==> src/rtl/chip8_pkg.sv <==
// Shared widths and enumerations for the CHIP-8 memory arbiter and its helpers.
// Imported by the arbiter top level.
package chip8_pkg;

    localparam int ADDR_W = 12;
    localparam int DATA_W = 8;

    typedef enum logic {
        BOOT,
        RUN
    } arb_state_t;

    typedef enum logic [1:0] {
        REQ_NONE,
        REQ_LD,
        REQ_CPU,
        REQ_DSP
    } req_id_t;

    // True when the granted requester expects a read result on the next cycle.
    function automatic logic id_returns_data(input req_id_t id, input logic cpu_we);
        return (id == REQ_DSP) || ((id == REQ_CPU) && !cpu_we);
    endfunction

endpackage

==> src/rtl/chip8_rr_arb2.sv <==
// Two-requester round-robin arbiter with a registered last-winner pointer.
// Grants are combinational; the pointer only moves when a grant is issued.
module chip8_rr_arb2 (
    input  logic       clk,
    input  logic       reset_n,
    input  logic       en,
    input  logic [1:0] req,
    output logic [1:0] gnt
);

    // Index of the requester granted most recently; reset value favours index 0.
    logic last_reg;
    logic last_next;

    genvar gi;
    generate
        for (gi = 0; gi < 2; gi++) begin : g_gnt
            assign gnt[gi] = en & req[gi] & (~req[1-gi] | (last_reg != 1'(gi)));
        end
    endgenerate

    always_comb begin
        last_next = last_reg;
        if (gnt[1]) begin
            last_next = 1'b1;
        end else if (gnt[0]) begin
            last_next = 1'b0;
        end
    end

    always_ff @(posedge clk or negedge reset_n) begin
        if (!reset_n) begin
            last_reg <= 1'b1;
        end else begin
            last_reg <= last_next;
        end
    end

endmodule

==> src/rtl/chip8_mem_arbiter.sv <==
// Single-port RAM arbiter: boot loader owns memory until ld_done, then the CPU
// and display share it round-robin. Grants and mem_* are combinational.
module chip8_mem_arbiter
    import chip8_pkg::*;
(
    input  logic              clk,
    input  logic              reset_n,
    input  logic              ld_req,
    input  logic [ADDR_W-1:0] ld_addr,
    input  logic [DATA_W-1:0] ld_wdata,
    input  logic              ld_done,
    output logic              ld_gnt,
    input  logic              cpu_req,
    input  logic              cpu_we,
    input  logic [ADDR_W-1:0] cpu_addr,
    input  logic [DATA_W-1:0] cpu_wdata,
    output logic              cpu_gnt,
    output logic              cpu_rvalid,
    input  logic              dsp_req,
    input  logic [ADDR_W-1:0] dsp_addr,
    output logic              dsp_gnt,
    output logic              dsp_rvalid,
    output logic [DATA_W-1:0] rdata,
    output logic              cpu_run,
    output logic [ADDR_W-1:0] mem_addr,
    output logic              mem_we,
    output logic [DATA_W-1:0] mem_wdata,
    input  logic [DATA_W-1:0] mem_rdata
);

    arb_state_t        state_reg;
    arb_state_t        state_next;
    req_id_t           grant_id;
    logic              run_en;
    logic [1:0]        rr_req;
    logic [1:0]        rr_gnt;
    logic              cpu_rvalid_reg;
    logic              dsp_rvalid_reg;
    logic [ADDR_W-1:0] mem_addr_reg;
    logic [DATA_W-1:0] mem_wdata_reg;

    always_comb begin
        state_next = state_reg;
        if ((state_reg == BOOT) && ld_done) begin
            state_next = RUN;
        end
    end

    always_ff @(posedge clk or negedge reset_n) begin
        if (!reset_n) begin
            state_reg <= BOOT;
        end else begin
            state_reg <= state_next;
        end
    end

    // Grants are also masked by reset_n so nothing is granted while reset is held.
    assign run_en = reset_n && (state_reg == RUN);
    assign rr_req = {dsp_req, cpu_req};

    chip8_rr_arb2 u_rr_arb2 (
        .clk     (clk),
        .reset_n (reset_n),
        .en      (run_en),
        .req     (rr_req),
        .gnt     (rr_gnt)
    );

    always_comb begin
        grant_id = REQ_NONE;
        if (reset_n) begin
            if (state_reg == BOOT) begin
                if (ld_req) begin
                    grant_id = REQ_LD;
                end
            end else if (rr_gnt[0]) begin
                grant_id = REQ_CPU;
            end else if (rr_gnt[1]) begin
                grant_id = REQ_DSP;
            end
        end
    end

    // Without a grant the RAM port keeps its last address/data and never writes.
    always_comb begin
        mem_addr  = mem_addr_reg;
        mem_wdata = mem_wdata_reg;
        mem_we    = 1'b0;
        case (grant_id)
            REQ_LD: begin
                mem_addr  = ld_addr;
                mem_wdata = ld_wdata;
                mem_we    = 1'b1;
            end
            REQ_CPU: begin
                mem_addr  = cpu_addr;
                mem_wdata = cpu_wdata;
                mem_we    = cpu_we;
            end
            REQ_DSP: begin
                mem_addr  = dsp_addr;
            end
            default: begin
            end
        endcase
    end

    always_ff @(posedge clk or negedge reset_n) begin
        if (!reset_n) begin
            mem_addr_reg   <= '0;
            mem_wdata_reg  <= '0;
            cpu_rvalid_reg <= 1'b0;
            dsp_rvalid_reg <= 1'b0;
        end else begin
            mem_addr_reg   <= mem_addr;
            mem_wdata_reg  <= mem_wdata;
            cpu_rvalid_reg <= (grant_id == REQ_CPU) && id_returns_data(grant_id, cpu_we);
            dsp_rvalid_reg <= (grant_id == REQ_DSP) && id_returns_data(grant_id, cpu_we);
        end
    end

    assign ld_gnt     = (grant_id == REQ_LD);
    assign cpu_gnt    = (grant_id == REQ_CPU);
    assign dsp_gnt    = (grant_id == REQ_DSP);
    assign cpu_rvalid = cpu_rvalid_reg;
    assign dsp_rvalid = dsp_rvalid_reg;
    assign cpu_run    = (state_reg == RUN);
    assign rdata      = mem_rdata;

endmodule

==> config.mk <==
export PLATFORM = sky130hd
export DESIGN_NAME = chip8_mem_arbiter
export DESIGN_NICKNAME = d
export VERILOG_FILES = /design/src/rtl/chip8_pkg.sv /design/src/rtl/chip8_rr_arb2.sv /design/src/rtl/chip8_mem_arbiter.sv
export SDC_FILE = /design/constraint.sdc
export NUM_CORES = 1
export LEC_CHECK = 0
export ABC_CLOCK_PERIOD_IN_PS = 5100
export BUFFER_PORTS_ARGS = -buffer_cell sky130_fd_sc_hd__buf_4
export CORE_MARGIN = 2
export CORE_UTILIZATION = 42
export CTS_CLUSTER_DIAMETER = 60
export DETAILED_ROUTE_END_ITERATION = 10
export GPL_ROUTABILITY_DRIVEN = 0
export PLACE_DENSITY = 0.85
export SYNTH_ARGS = -nofsm -noshare
export SYNTH_HDL_FRONTEND = slang
export SYNTH_SLANG_ARGS = --single-unit
==> constraint.sdc <==
create_clock -name clk -period 5.1 [get_ports clk]
set_clock_uncertainty 0.05 [all_clocks]
set_input_delay 0.765 -clock clk [delete_from_list [all_inputs] [get_ports clk]]
set_output_delay 0.765 -clock clk [all_outputs]
set_load 0.05 [all_outputs]
==> metrics <==
Peak VDD IR ~0.20 mV; area of the multi-input gates 537 um2; DP HPWL approximately 2600 um; Hold WC Path Type in2async; Slowest cell on crit path nor3_2; post-synth top area share 45.5%; Synth area leaders dfrtp_1, a21o_1, a22o_1, o2bb2ai_1, a22oi_1; WL final 3590 um; total global-route track usage between 20% and 30%; post-CTS sizing 0; adder-cell area share of the yosys netlist 0%; worst r2r src cpu_run; Final Cell Area about 1900 um2; Port Buffers 85; CTS Sinks 24; drt drc 10; cts-stage hold buffer count 0; Post-synth EDFFs 0; period utilization 70.1%; Final min period 3580 ps; max FFs per register 12; die extent in x 58.9 um; mux share of post-synthesis cell area 0%; worst relative slew slack around two fifths; Distinct cells, synth 31; total CTS buffers 3; first-pass GRT wire length between 5000 and 6000 um; critical path fanouts, max 38; Mapped Cells approximately 120; RR Endpoint mem_addr_reg[10]; FFs w/ async S/R, synth 100%; Placed Area 1840 um2; worst r2r path cells 4; Initial Utilization roughly 45%; initial drt markers 43; violated checks design-rule violations; Compound-Gate Fraction of Synth Area 32.2%; warnings from Yosys 0; CTS tree yes; syn_nets 190; Worst Tran Pin Value slightly below 900 ps; worst-case clock buffer depth 2; sequential share of the synthesized area between 40% and 50%; CP most frequent cell buf_4; Diodes inserted 0; H-tree depth 1; Post-CTS Setup Inserts 0; worst path cell trace buf_4 -> inv_1 -> nor3_2 -> a22oi_1 -> a21oi_1 -> buf_4; commonest non-fill, non-tap cells in the layout buf_4, dfrtp_1, nor2_1, a21oi_1, a21o_1; P&R area growth vs syn 49.3%; Setup crit start reset_n; simple-gate share of the synthesized area between 10% and 20%; commonest non-fill, non-tap cell in the layout buf_4; row count 19; slowest cell delay on critical path 770 ps; unrepaired setup endpoints after global routing no; Die Span Y between 50 and 60 um; layout cells sized above 1 48.7%; average wire per standard cell roughly 16 um; largest family of logic cells by synthesized area compound AO/OA/AOI/OAI gates; # fillers 231; Crit. End Element output port; post-route non-filler standard cell count between 200 and 250; largest net degree at the start of global routing 39; max-cap check violation count 0; XOR/XNOR Fraction of Synth Area 0%; post-synthesis cell area 1260 um2; Placed Cells approximately 220; Worst-path clk slew roughly 140 ps; status finished, violations left; flops & latches, synth 24; Vias 1283; pwr/cell area 337 nW/um2; initial antenna violation count 0; grt total ovfl 0; startpoint types input pin; LEAKAGE roughly 0.96 nW; count of final hold-check violations 0; Crit Path Class in2out; fin nets 265; antenna-violating nets left 0; I/O Pins ~100; FMAX 280 MHz; Worst R2R Setup Slack 3180 ps; largest area contributor in the netlist dfrtp_1; setup_tns 0 ps; Core ar. between 2000 and 3000 um2; DR pass1 iterations 7; WP data arrival between 2000 and 3000 ps; Root Buffer clkbuf_4; DR vias/cell 5.63; clock latency on the worst-skew pair 320 ps; syn_area_per_cell ~10 um2; Post-synth top flop dfrtp_1; Required @ worst endpoint 4280 ps; number of global-route vias before repair 1233; Pins Over Slew Limit 0; register area 602 um2; final setup fails 0; die footprint about 3500 um2
## report_power, final
part / switching (mW) / internal (mW) / total [mW] / leakage (nW)
sequential: 0.00900 / 0.221 / 0.230 / 0.284
combinational: 0.172 / 0.0937 / 0.266 / 0.643
clock: 0.0604 / 0.0795 / 0.140 / 0.0279
## critical path, delay by kind of cell
family	cells	cell delay, ps
simple gates	1	770
compound gates	2	430
buf+inv	3	790
## routing by layer
metal	up-vias	share of wire, %	GRT usage [%]
met2	79	48	35.7
met5	-	0	0
met1	590	39	24.3
li1	604	-	-
met3	10	11	3.08
met4	0	1.9	10.1
## worst max path at each step
stage	endpoint	slack (ps)	cells past startpoint
5_1_grt	mem_addr[9]	1290	6
4_1_cts	mem_addr[9]	1510	6
2_1_floorplan	mem_addr[0]	1640	5
6_report	mem_addr[10]	1520	6
3_5_place_dp	mem_addr[9]	1530	6
3_3_place_gp	mem_addr[2]	1660	6
## metrics by stage
| stage | hold WS, ps | power [mW] | setup slack (ps) | util [%] |
|---|---|---|---|---|
| 2_1_floorplan | 419 | 0.419 | 1640 | - |
| 3_3_place_gp | 412 | 0.495 | 1660 | 65.4 |
| 3_5_place_dp | 414 | 0.500 | 1530 | 65.4 |
| 4_1_cts | 317 | 0.640 | 1510 | 67.3 |
| 5_1_grt | 327 | 0.660 | 1290 | 67.3 |
| 6_report | 315 | 0.636 | 1520 | 67.3 |
## cells by family after synthesis
| logic type | count (synthesis) |
|---|---|
| AOI/OAI and AO/OA | 55 |
| and+or+nand+nor | 26 |
| buffers and inverters | 18 |
| DFF | 24 |
## layout make-up
| type | count | area share [%] |
|---|---|---|
| well taps | 31 | 2.05 |
| clock inverters | 1 | 1.59 |
| repair buffers | 86 | 34.2 |
| clock buffers | 3 | 1.19 |
| inverters | 2 | 0.663 |
| multi-input cells | 81 | 28.4 |
| flip-flops and latches | 24 | 31.9 |
## synth_stat cells (all sizes together) (3+ instances only)
cell	instances
a22o	8
a21oi	12
dfrtp	23
nor2	15
a21o	10
clkbuf	4
a22oi	8
a222oi	3
buf	12
o2bb2ai	8
No activity file was read; power rests on OpenSTA's default activity.
